$ cat config.mk
export PLATFORM = sky130hd
export DESIGN_NAME = solo_squash_inputs
export DESIGN_NICKNAME = d
export VERILOG_FILES = /design/src/rtl/solo_squash_inputs.sv
export SDC_FILE = /design/constraint.sdc
export NUM_CORES = 1
export LEC_CHECK = 0
export CAP_MARGIN = 20
export CORE_AREA = 4 4 73 75
export CTS_BUF_LIST = sky130_fd_sc_hd__clkbuf_2 sky130_fd_sc_hd__clkbuf_4 sky130_fd_sc_hd__clkbuf_8
export CTS_CLUSTER_DIAMETER = 60
export DETAILED_ROUTE_END_ITERATION = 10
export DIE_AREA = 0 0 77 79
export RECOVER_POWER = 25
export SLEW_MARGIN = 40
export SYNTH_ARGS = -nofsm -noshare
export SYNTH_HDL_FRONTEND = slang
export SYNTH_SLANG_ARGS = --single-unit
$ cat constraint.sdc
create_clock -name clk -period 1.8 [get_ports clk]
set_clock_uncertainty 0.05 [all_clocks]
set_input_delay 0.27 -clock clk [delete_from_list [all_inputs] [get_ports clk]]
set_output_delay 0.27 -clock clk [all_outputs]
set_load 0.01 [all_outputs]
$ cat src/rtl/solo_squash_inputs.sv
// Button conditioning for the solo_squash core: 2-flop sync, ticked debounce, press strobes.
// Optional macro PAUSE_TOGGLE_EN turns pause_n into a press-to-toggle latch (new game unpauses).
module solo_squash_inputs #(
    parameter int DEB_TICK_DIV = 25000,
    parameter int DEB_COUNT    = 4
) (
    input  logic       clk,
    input  logic       reset,
    input  logic       raw_up_n,
    input  logic       raw_down_n,
    input  logic       raw_new_game_n,
    input  logic       raw_pause_n,
    output logic       up_key_n,
    output logic       down_key_n,
    output logic       new_game_n,
    output logic       pause_n,
    output logic [3:0] press_pulse,
    output logic       tick
);

    localparam int PRE_W = (DEB_TICK_DIV > 2) ? $clog2(DEB_TICK_DIV) : 1;
    localparam int CNT_W = (DEB_COUNT > 2) ? $clog2(DEB_COUNT) : 1;
    localparam logic [PRE_W-1:0] PRE_MAX = PRE_W'(DEB_TICK_DIV - 1);
    localparam logic [CNT_W-1:0] CNT_MAX = CNT_W'(DEB_COUNT - 1);

    // Channel order everywhere: [0]=up, [1]=down, [2]=new_game, [3]=pause.
    logic [3:0]       raw_n;
    logic [3:0]       sync1;
    logic [3:0]       sync2;
    logic [PRE_W-1:0] pre_cnt;
    logic [CNT_W-1:0] deb_cnt [4];
    logic [3:0]       stable;
    logic [3:0]       accept;
    logic [3:0]       fall;

    assign raw_n = {raw_pause_n, raw_new_game_n, raw_down_n, raw_up_n};

    always_ff @(posedge clk) begin
        if (reset) begin
            sync1 <= 4'hf;
            sync2 <= 4'hf;
        end else begin
            sync1 <= raw_n;
            sync2 <= sync1;
        end
    end

    always_ff @(posedge clk) begin
        if (reset) begin
            pre_cnt <= '0;
            tick    <= 1'b0;
        end else begin
            pre_cnt <= (pre_cnt == PRE_MAX) ? '0 : pre_cnt + PRE_W'(1);
            tick    <= (pre_cnt == PRE_MAX);
        end
    end

    // A channel flips on the tick where its counter already holds DEB_COUNT-1 differing ticks.
    always_comb begin
        accept = '0;
        fall   = '0;
        for (int i = 0; i < 4; i++) begin
            accept[i] = tick && (sync2[i] != stable[i]) && (deb_cnt[i] == CNT_MAX);
            fall[i]   = accept[i] && !sync2[i];
        end
    end

    always_ff @(posedge clk) begin
        if (reset) begin
            stable      <= 4'hf;
            press_pulse <= 4'h0;
            for (int i = 0; i < 4; i++) begin
                deb_cnt[i] <= '0;
            end
        end else begin
            press_pulse <= fall;
            for (int i = 0; i < 4; i++) begin
                if (tick) begin
                    if (sync2[i] == stable[i]) begin
                        deb_cnt[i] <= '0;
                    end else if (accept[i]) begin
                        stable[i]  <= sync2[i];
                        deb_cnt[i] <= '0;
                    end else begin
                        deb_cnt[i] <= deb_cnt[i] + CNT_W'(1);
                    end
                end
            end
        end
    end

    assign up_key_n   = stable[0];
    assign down_key_n = stable[1];
    assign new_game_n = stable[2];

`ifdef PAUSE_TOGGLE_EN
    // Updated from the same-cycle fall terms so the change lines up with press_pulse.
    logic pause_q;

    always_ff @(posedge clk) begin
        if (reset) begin
            pause_q <= 1'b1;
        end else if (fall[2]) begin
            pause_q <= 1'b1;
        end else if (fall[3]) begin
            pause_q <= ~pause_q;
        end
    end

    assign pause_n = pause_q;
`else
    assign pause_n = stable[3];
`endif

endmodule

==> results by group, run 1 <==
Run status
  – Status: finished, final reports clean

Setup path
  – Worst r2r path cells: 5
  – Worst reg2reg endpoint: pre_cnt[8]
  – Crit-path cells: dlygate4sd3_1 > clkbuf_1 > or2_2
  – Slowest stage cell, crit path: dlygate4sd3_1
  – CP arrival: 1610 ps
  – CP required: 1740 ps
  – WS Path Type: in -> reg
  – Crit. End Element: flip-flop
  – R2R Setup Slk: 230 ps
  – Crit start category: primary input
  – Reg2reg start: pre_cnt[0]
  – Worst stage delay on the critical path: 540 ps
  – Max FO, Critical Path: 15

Synth
  – Cell variety after synth: 33
  – Post-synthesis async set-or-reset flop share: 0%
  – Yosys top cell by area: dfxtp_1
  – Top post-synthesis cells by area: dfxtp_1 (40%), edfxtp_1 (15%), xnor2_1 (5.5%)
  – Register bit total from synthesis: 40
  – Sequential fraction of the synthesis area: 55.0%
  – Area share of the largest cell type after synthesis: 40.0%
  – Prevailing post-synth register cell: dfxtp_1
  – Post-Synthesis Cells: 146
  – Top post-synthesis cells by count: dfxtp_1 (32), nor2_1 (16), xnor2_1 (10)
  – Ys Warns: 0
  – Most instantiated library cell after synthesis: dfxtp_1
  – EDFF count, synth: 8
  – Cell area after synthesis: 0.00160 mm^2
  – Post-Syn Area per Cell: 11.0 um^2
  – Syn_nets: 157

Clock network
  – Cts bufs inserted: 5
  – Clock slew at reported path FFs: 70 ps
  – Clock sink count: 40
  – Htree depth: 2
  – TritonCTS clock tree: yes
  – Worst-Skew Late Latency: 290 ps
  – Max Root-Sink Buffers: 2
  – Clk root buf: clkbuf_8

Min path
  – Worst Hold Class: reg -> reg
  – Worst Hold Path EP: sync2[0]
  – Hold-critical path depth: 1
  – HP Start: sync1[0]

Global route
  – GR Util met2: 16.6%
  – Global Route Usage Sum: 9.92%
  – First-pass GRT wire length: 4800 um
  – Number of global-route vias before repair: 1,140
  – Met3 Use GR: 3.63%
  – Initial antenna violation count: 0
  – GRT Residual Overflow: 0
  – Met1 capacity usage during global routing: 10.9%
  – Largest net degree at the start of global routing: 16
  – Layer with the highest usage: met2

Timing
  – Final setup viols: 0
  – Max-slew headroom at the worst pin: 61.1%
  – FMAX: 0.598 GHz
  – Slew Viols, Final: 0
  – Unrepaired setup endpoints after global routing: no
  – Slew @ Worst Pin: 583 ps
  – Tmin final: 1670 ps
  – Final Cycle Share: 92.8%
  – Fin. Hold Viols: 0
  – Setup Total Neg Slack: 0 ps

Detailed routing
  – DR vias/cell: 5.06
  – DRC: 0
  – Starting DRT DRC Count: 63
  – Detail Route Antenna Nets: 0
  – Final wirelength: 2710 um
  – Routed WL per cell: 12.3 um
  – DR pass1 iterations: 4
  – Vias: 1,113

Placement
  – Post-DP HPWL: 1890 um
  – GPL Wtd Cong: 0.768
  – IO Port Bufs: 14
  – Placed cell count: 212

Power and ir drop
  – Leak: 0.660 nW
  – VDD IR max: 0.461 mV
  – Power per cell area: 903 mW/mm^2

Floorplanning
  – Initial core utilization: 34.3%
  – Die Area: 0.00608 mm^2
  – Core area: 0.00466 mm^2
  – Row count: 25
  – Die span in x: 77 um
  – Die Y: 79 um
  – I/O pins: 15

Final layout
  – # fillers: 450
  – Layout cells sized above 1: 15.7%
  – Final Net Count: 176
  – Non-Filler Instances: 220
  – Synth-to-layout area growth: 19.5%
  – # diodes: 0
  – End-of-flow core utilization: 41.0%

Job
  – Max Cap Viol: 0
per-stage QoR:
| step | instance area (um^2) | worst slack, ps | power, mW | hold WS [ps] |
|---|---|---|---|---|
| after CTS | 1920 | 15.3 | 1.75 | 355 |
| after global placement | 1800 | 217 | 1.03 | 344 |
| after global routing | 1910 | 30.3 | 1.81 | 377 |
| after detailed placement | 1800 | 197 | 1.03 | 343 |
| after floorplan | 1600 | 354 | 1.01 | 324 |
| final | 1910 | 129 | 1.73 | 355 |
sequential cells by signal, indices dropped and copies added, names as in the netlist:
register and cells:
sync1 4, tick 1, press_pulse 4, pre_cnt 15, stable 4, deb_cnt 8
sync2 4
placed cells by master, fill, tap and decap left out, types with 4 or more instances in the layout:
cell type and n:
edfxtp_1 8, nor4b_1 4, ha_1 5, a311o_1 4, dfxtp_1 31, a21boi_0 4
nor4_1 4, nor3_1 8, xnor2_1 10, nor2_1 16, clkdlybuf4s50_1 13, xor2_1 5
nand3_1 6, clkbuf_8 5, or2_2 9, nand2_1 6
how the worst max path moves through the flow:
stage	start	endpoint	slack, ps	cells after the start
global placement	reset	deb_cnt[1][0]	220	3
floorplan	pre_cnt[0]	pre_cnt[10]	350	6
CTS	tick	tick	20	1
global route	reset	pre_cnt[8]	30	4
finish	reset	deb_cnt[0][0]	130	3
detailed placement	reset	deb_cnt[1][1]	200	3
kinds of logic (layout without fill, tap and decap cells):
group           count (synthesis)  in the layout  share of synthesized area (%)
compound gates                 12             12                           5.86
xor+xnor                       15             15                           8.21
fa+ha+maj                       5              5                           3.91
buf+inv                         5             25                           1.41
flops                          40             40                           55.0
simple gates                   69             69                           25.6
layout make-up:
| type | instances | area (um^2) | area share (%) |
|---|---|---|---|
| well taps | 54 | 67.6 | 3.53 |
| repair buffers | 16 | 151 | 7.91 |
| flip-flops and latches | 40 | 882 | 46.1 |
| inverters | 1 | 3.75 | 0.196 |
| clock buffers | 6 | 76.3 | 3.99 |
| multi-input cells | 101 | 697 | 36.4 |
| clock inverters | 2 | 35.0 | 1.83 |
critical path: cells and delay by family:
kind	cells	cell delay (ps)
and+or+nand+nor	1	330
buffers and inverters	2	1000
routing by layer:
layer  up-vias  part of all wire [%]
li1        558                     -
met1       525                    44
met2        23                    50
met3         7                   5.1
met4         0                   1.6
met5         -                     0
report_power, final:
part	switching, mW	total [mW]	internal [mW]
logic	0.0291	0.0608	0.0317
registers	0.0153	0.949	0.934
clock network	0.291	0.717	0.426
repair_timing:
item	4_1_cts	5_1_grt
hold buffers	0	0
setup buffers	0	0
endpoints found under the setup margin	0	1
gates resized for setup	0	1
(Power assumes the default switching activity.)
==> run 2, diff against run 1 <==
--- a/config.mk
+++ b/config.mk
@@ -6,12 +6,16 @@
 export NUM_CORES = 1
 export LEC_CHECK = 0
 export CAP_MARGIN = 20
+export CELL_PAD_IN_SITES_DETAIL_PLACEMENT = 0
+export CELL_PAD_IN_SITES_GLOBAL_PLACEMENT = 1
 export CORE_AREA = 4 4 73 75
 export CTS_BUF_LIST = sky130_fd_sc_hd__clkbuf_2 sky130_fd_sc_hd__clkbuf_4 sky130_fd_sc_hd__clkbuf_8
 export CTS_CLUSTER_DIAMETER = 60
 export DETAILED_ROUTE_END_ITERATION = 10
 export DIE_AREA = 0 0 77 79
+export PLACE_DENSITY_LB_ADDON = 0.1
 export RECOVER_POWER = 25
+export SETUP_SLACK_MARGIN = 0.15
 export SLEW_MARGIN = 40
 export SYNTH_ARGS = -nofsm -noshare
 export SYNTH_HDL_FRONTEND = slang
==> constraint.sdc (replaced) <==
create_clock -name clk -period 2.05 [get_ports clk]
set_clock_uncertainty 0.05 [all_clocks]
set_input_delay 0.3075 -clock clk [delete_from_list [all_inputs] [get_ports clk]]
set_output_delay 0.3075 -clock clk [all_outputs]
set_load 0.01 [all_outputs]
==> run 2 against run 1 <==
Effect of this change:
- core utilization shrank 0.19 points
- sequential share of layout area grew 0.15 points
- clock-buffer cell count fell by 1
- critical endpoint is now tick
- routed wire length fell by 0.22%
- total power is 12% lower
- via count down 2.2%
- hold slack better by 9.5 ps
- global-route usage decreased by 0.31 points
- critical path depth is 2 lower
==> results by group, run 2 (synthesis results as in run 1) <==
Clock network
  – TritonCTS clock tree: yes
  – Worst-Skew Late Latency: 290 ps (about the same)
  – Post-cts repair resize count: 0 (unchanged)
  – # Post-CTS Setup Buffers: 0 (unchanged)
  – Cts bufs inserted: 5 (unchanged)
  – Clock slew at reported path FFs: 80 ps (about the same)
  – Clk root buf: clkbuf_8
  – Post-CTS Hold Buffers: 0 (unchanged)
  – Clock sink count: 40 (unchanged)
  – Max Root-Sink Buffers: 2 (unchanged)
  – Htree depth: 2 (unchanged)

Final layout
  – Top reg by flops: pre_cnt
  – Layout cells sized above 1: 14.5% (-1.1 points)
  – End-of-flow core utilization: 40.9% (-0.19 points)
  – Commonest non-fill, non-tap cell in the layout: dfxtp_1
  – Largest regs: pre_cnt x15, deb_cnt x8
  – Final Net Count: 175 (-0.57%)
  – Synth-to-layout area growth: 19.0%
  – Most frequent cells in the layout: dfxtp_1 (32), nor2_1 (16), clkdlybuf4s50_1 (13)
  – # fillers: 441 (-2.0%)
  – Fin area: 0.00190 mm^2 (-0.46%)
  – Non-Filler Instances: 219 (-0.45%)
  – # diodes: 0 (unchanged)
  – Max FFs per register: 15 (unchanged)

Timing
  – Unrepaired setup endpoints after global routing: no
  – Final setup viols: 0 (unchanged)
  – Max-slew headroom at the worst pin: 61.3% (+0.15 points)
  – Slew Viols, Final: 0 (unchanged)
  – FMAX: 0.543 GHz
  – Tmin final: 1840 ps
  – Final Cycle Share: 89.9%
  – Hold Slack: 365 ps (+9.48 ps)
  – Setup Total Neg Slack: 0 ps (unchanged)
  – Fin. Hold Viols: 0 (unchanged)
  – Setup WS post-layout: 208 ps (+78.5 ps)
  – Slew @ Worst Pin: 581 ps (-2.26 ps)

Power and ir drop
  – Leak: 0.650 nW (-1.6%)
  – Tot Pwr: 1.52 mW (-12%)
  – Power per cell area: 799 mW/mm^2 (-11%)
  – VDD IR max: 0.293 mV (-36%)

Min path
  – Worst Hold Class: reg -> reg
  – Worst Hold Path EP: sync2[0]
  – Hold-critical path depth: 1 (unchanged)
  – HP Start: sync1[0]

Setup path
  – CP arrival: 1480 ps (-130 ps)
  – Crit-path cells: clkdlybuf4s50_1
  – Worst stage delay on the critical path: 620 ps (+80 ps)
  – Worst r2r path cells: 5 (unchanged)
  – Slowest stage cell, crit path: clkdlybuf4s50_1
  – Reg2reg start: pre_cnt[0]
  – R2R Setup Slk: 460 ps (+230 ps)
  – CP delay by family, top: buffers and inverters
  – WP buf/inv: 1 (-1)
  – Worst reg2reg endpoint: pre_cnt[3]
  – Crit start category: flip-flop
  – WS Path Type: reg -> out
  – Crit. End Element: output pin
  – CP required: 1690 ps (-50 ps)
  – Max FO, Critical Path: 11 (-4)

Placement
  – Post-DP HPWL: 1880 um (-0.47%)
  – Placed cell count: 211 (-0.47%)
  – DP Worst Slack: 330 ps (+133 ps)
  – IO Port Bufs: 14 (unchanged)
  – Placed Area: 0.00180 mm^2 (-0.42%)
  – GPL Wtd Cong: 0.676 (-12%)

Detailed routing
  – Met3 wire length: 108 um (-21%)
  – DR vias/cell: 4.97 (-1.8%)
  – DR pass1 iterations: 4 (unchanged)
  – DRC: 0 (unchanged)
  – Detail Route Antenna Nets: 0 (unchanged)
  – Routed WL per cell: 12.3 um (+0.23%)
  – Final wirelength: 2700 um (-0.22%)
  – Vias: 1,088 (-2.2%)
  – Metal1 wirelength: 1390 um (+17%)
  – Uppermost layer routed: met4
  – WL met2: 1160 um (-13%)
  – Starting DRT DRC Count: 26 (-59%)

Floorplanning
  – Die Area: 0.00608 mm^2 (unchanged)
  – Die Y: 79 um (unchanged)
  – I/O pins: 15 (unchanged)
  – Row count: 25 (unchanged)
  – Core area: 0.00466 mm^2 (unchanged)
  – Initial core utilization: 34.3% (unchanged)
  – Die span in x: 77 um (unchanged)

Global route
  – GRT Residual Overflow: 0 (unchanged)
  – Number of global-route vias before repair: 994 (-13%)
  – Initial antenna violation count: 0 (unchanged)
  – First-pass GRT wire length: 4570 um (-4.8%)
  – Global Route Usage Sum: 9.61% (-0.31 points)
  – Largest net degree at the start of global routing: 16 (unchanged)

Run status
  – Status: finished, final reports clean

Job
  – Max Cap Viol: 0 (unchanged)
run 2: changes by cell type in the layout (fill, tap and decap cells not counted):
cell / previous run / this run
dfxtp_1: 31 / 32
clkinvlp_4: 0 / 1
buf_4: 1 / 0
clkbuf_4: 1 / 0
dfxtp_2: 1 / 0
run 2: layer usage:
layer	track usage [%]	vias to the layer above
met5	0	-
met4	4.27	0
met3	3.51	6
met2	14.8	16
met1	12.1	505
li1	-	561
run 2: area by class of cell:
cell class,count,area (um^2),share of cell area [%]
Tap cell,54,67.6,3.55
Inverter,1,3.75,0.197
Clock buffer,5,68.8,3.61
Sequential cell,40,881,46.3
Clock inverter,3,42.5,2.23
Timing Repair Buffer,15,144,7.56
Multi-Input combinational cell,101,697,36.6
run 2: power breakdown:
group          internal, mW  switching [mW]  leakage (nW)
registers             0.820          0.0132         0.340
clock network         0.360           0.278        0.0541
logic                0.0267          0.0252         0.256
run 2: how the worst max path moves through the flow:
stage	end	cells after the start	start	slack (ps)
6_report	tick	1	tick	210
2_1_floorplan	pre_cnt[10]	6	pre_cnt[0]	600
4_1_cts	tick	1	tick	200
3_3_place_gp	deb_cnt[2][1]	3	reset	400
5_1_grt	tick	1	tick	150
3_5_place_dp	deb_cnt[0][1]	3	reset	330
==> run 3, diff against run 2 <==
--- a/config.mk
+++ b/config.mk
@@ -11,6 +11,7 @@
 export CORE_AREA = 4 4 73 75
 export CTS_BUF_LIST = sky130_fd_sc_hd__clkbuf_2 sky130_fd_sc_hd__clkbuf_4 sky130_fd_sc_hd__clkbuf_8
 export CTS_CLUSTER_DIAMETER = 60
+export CTS_CLUSTER_SIZE = 20
 export DETAILED_ROUTE_END_ITERATION = 10
 export DIE_AREA = 0 0 77 79
 export PLACE_DENSITY_LB_ADDON = 0.1
==> results of run 3 <==
No change in the layout: final DEF, timing and power equal those of run 2.
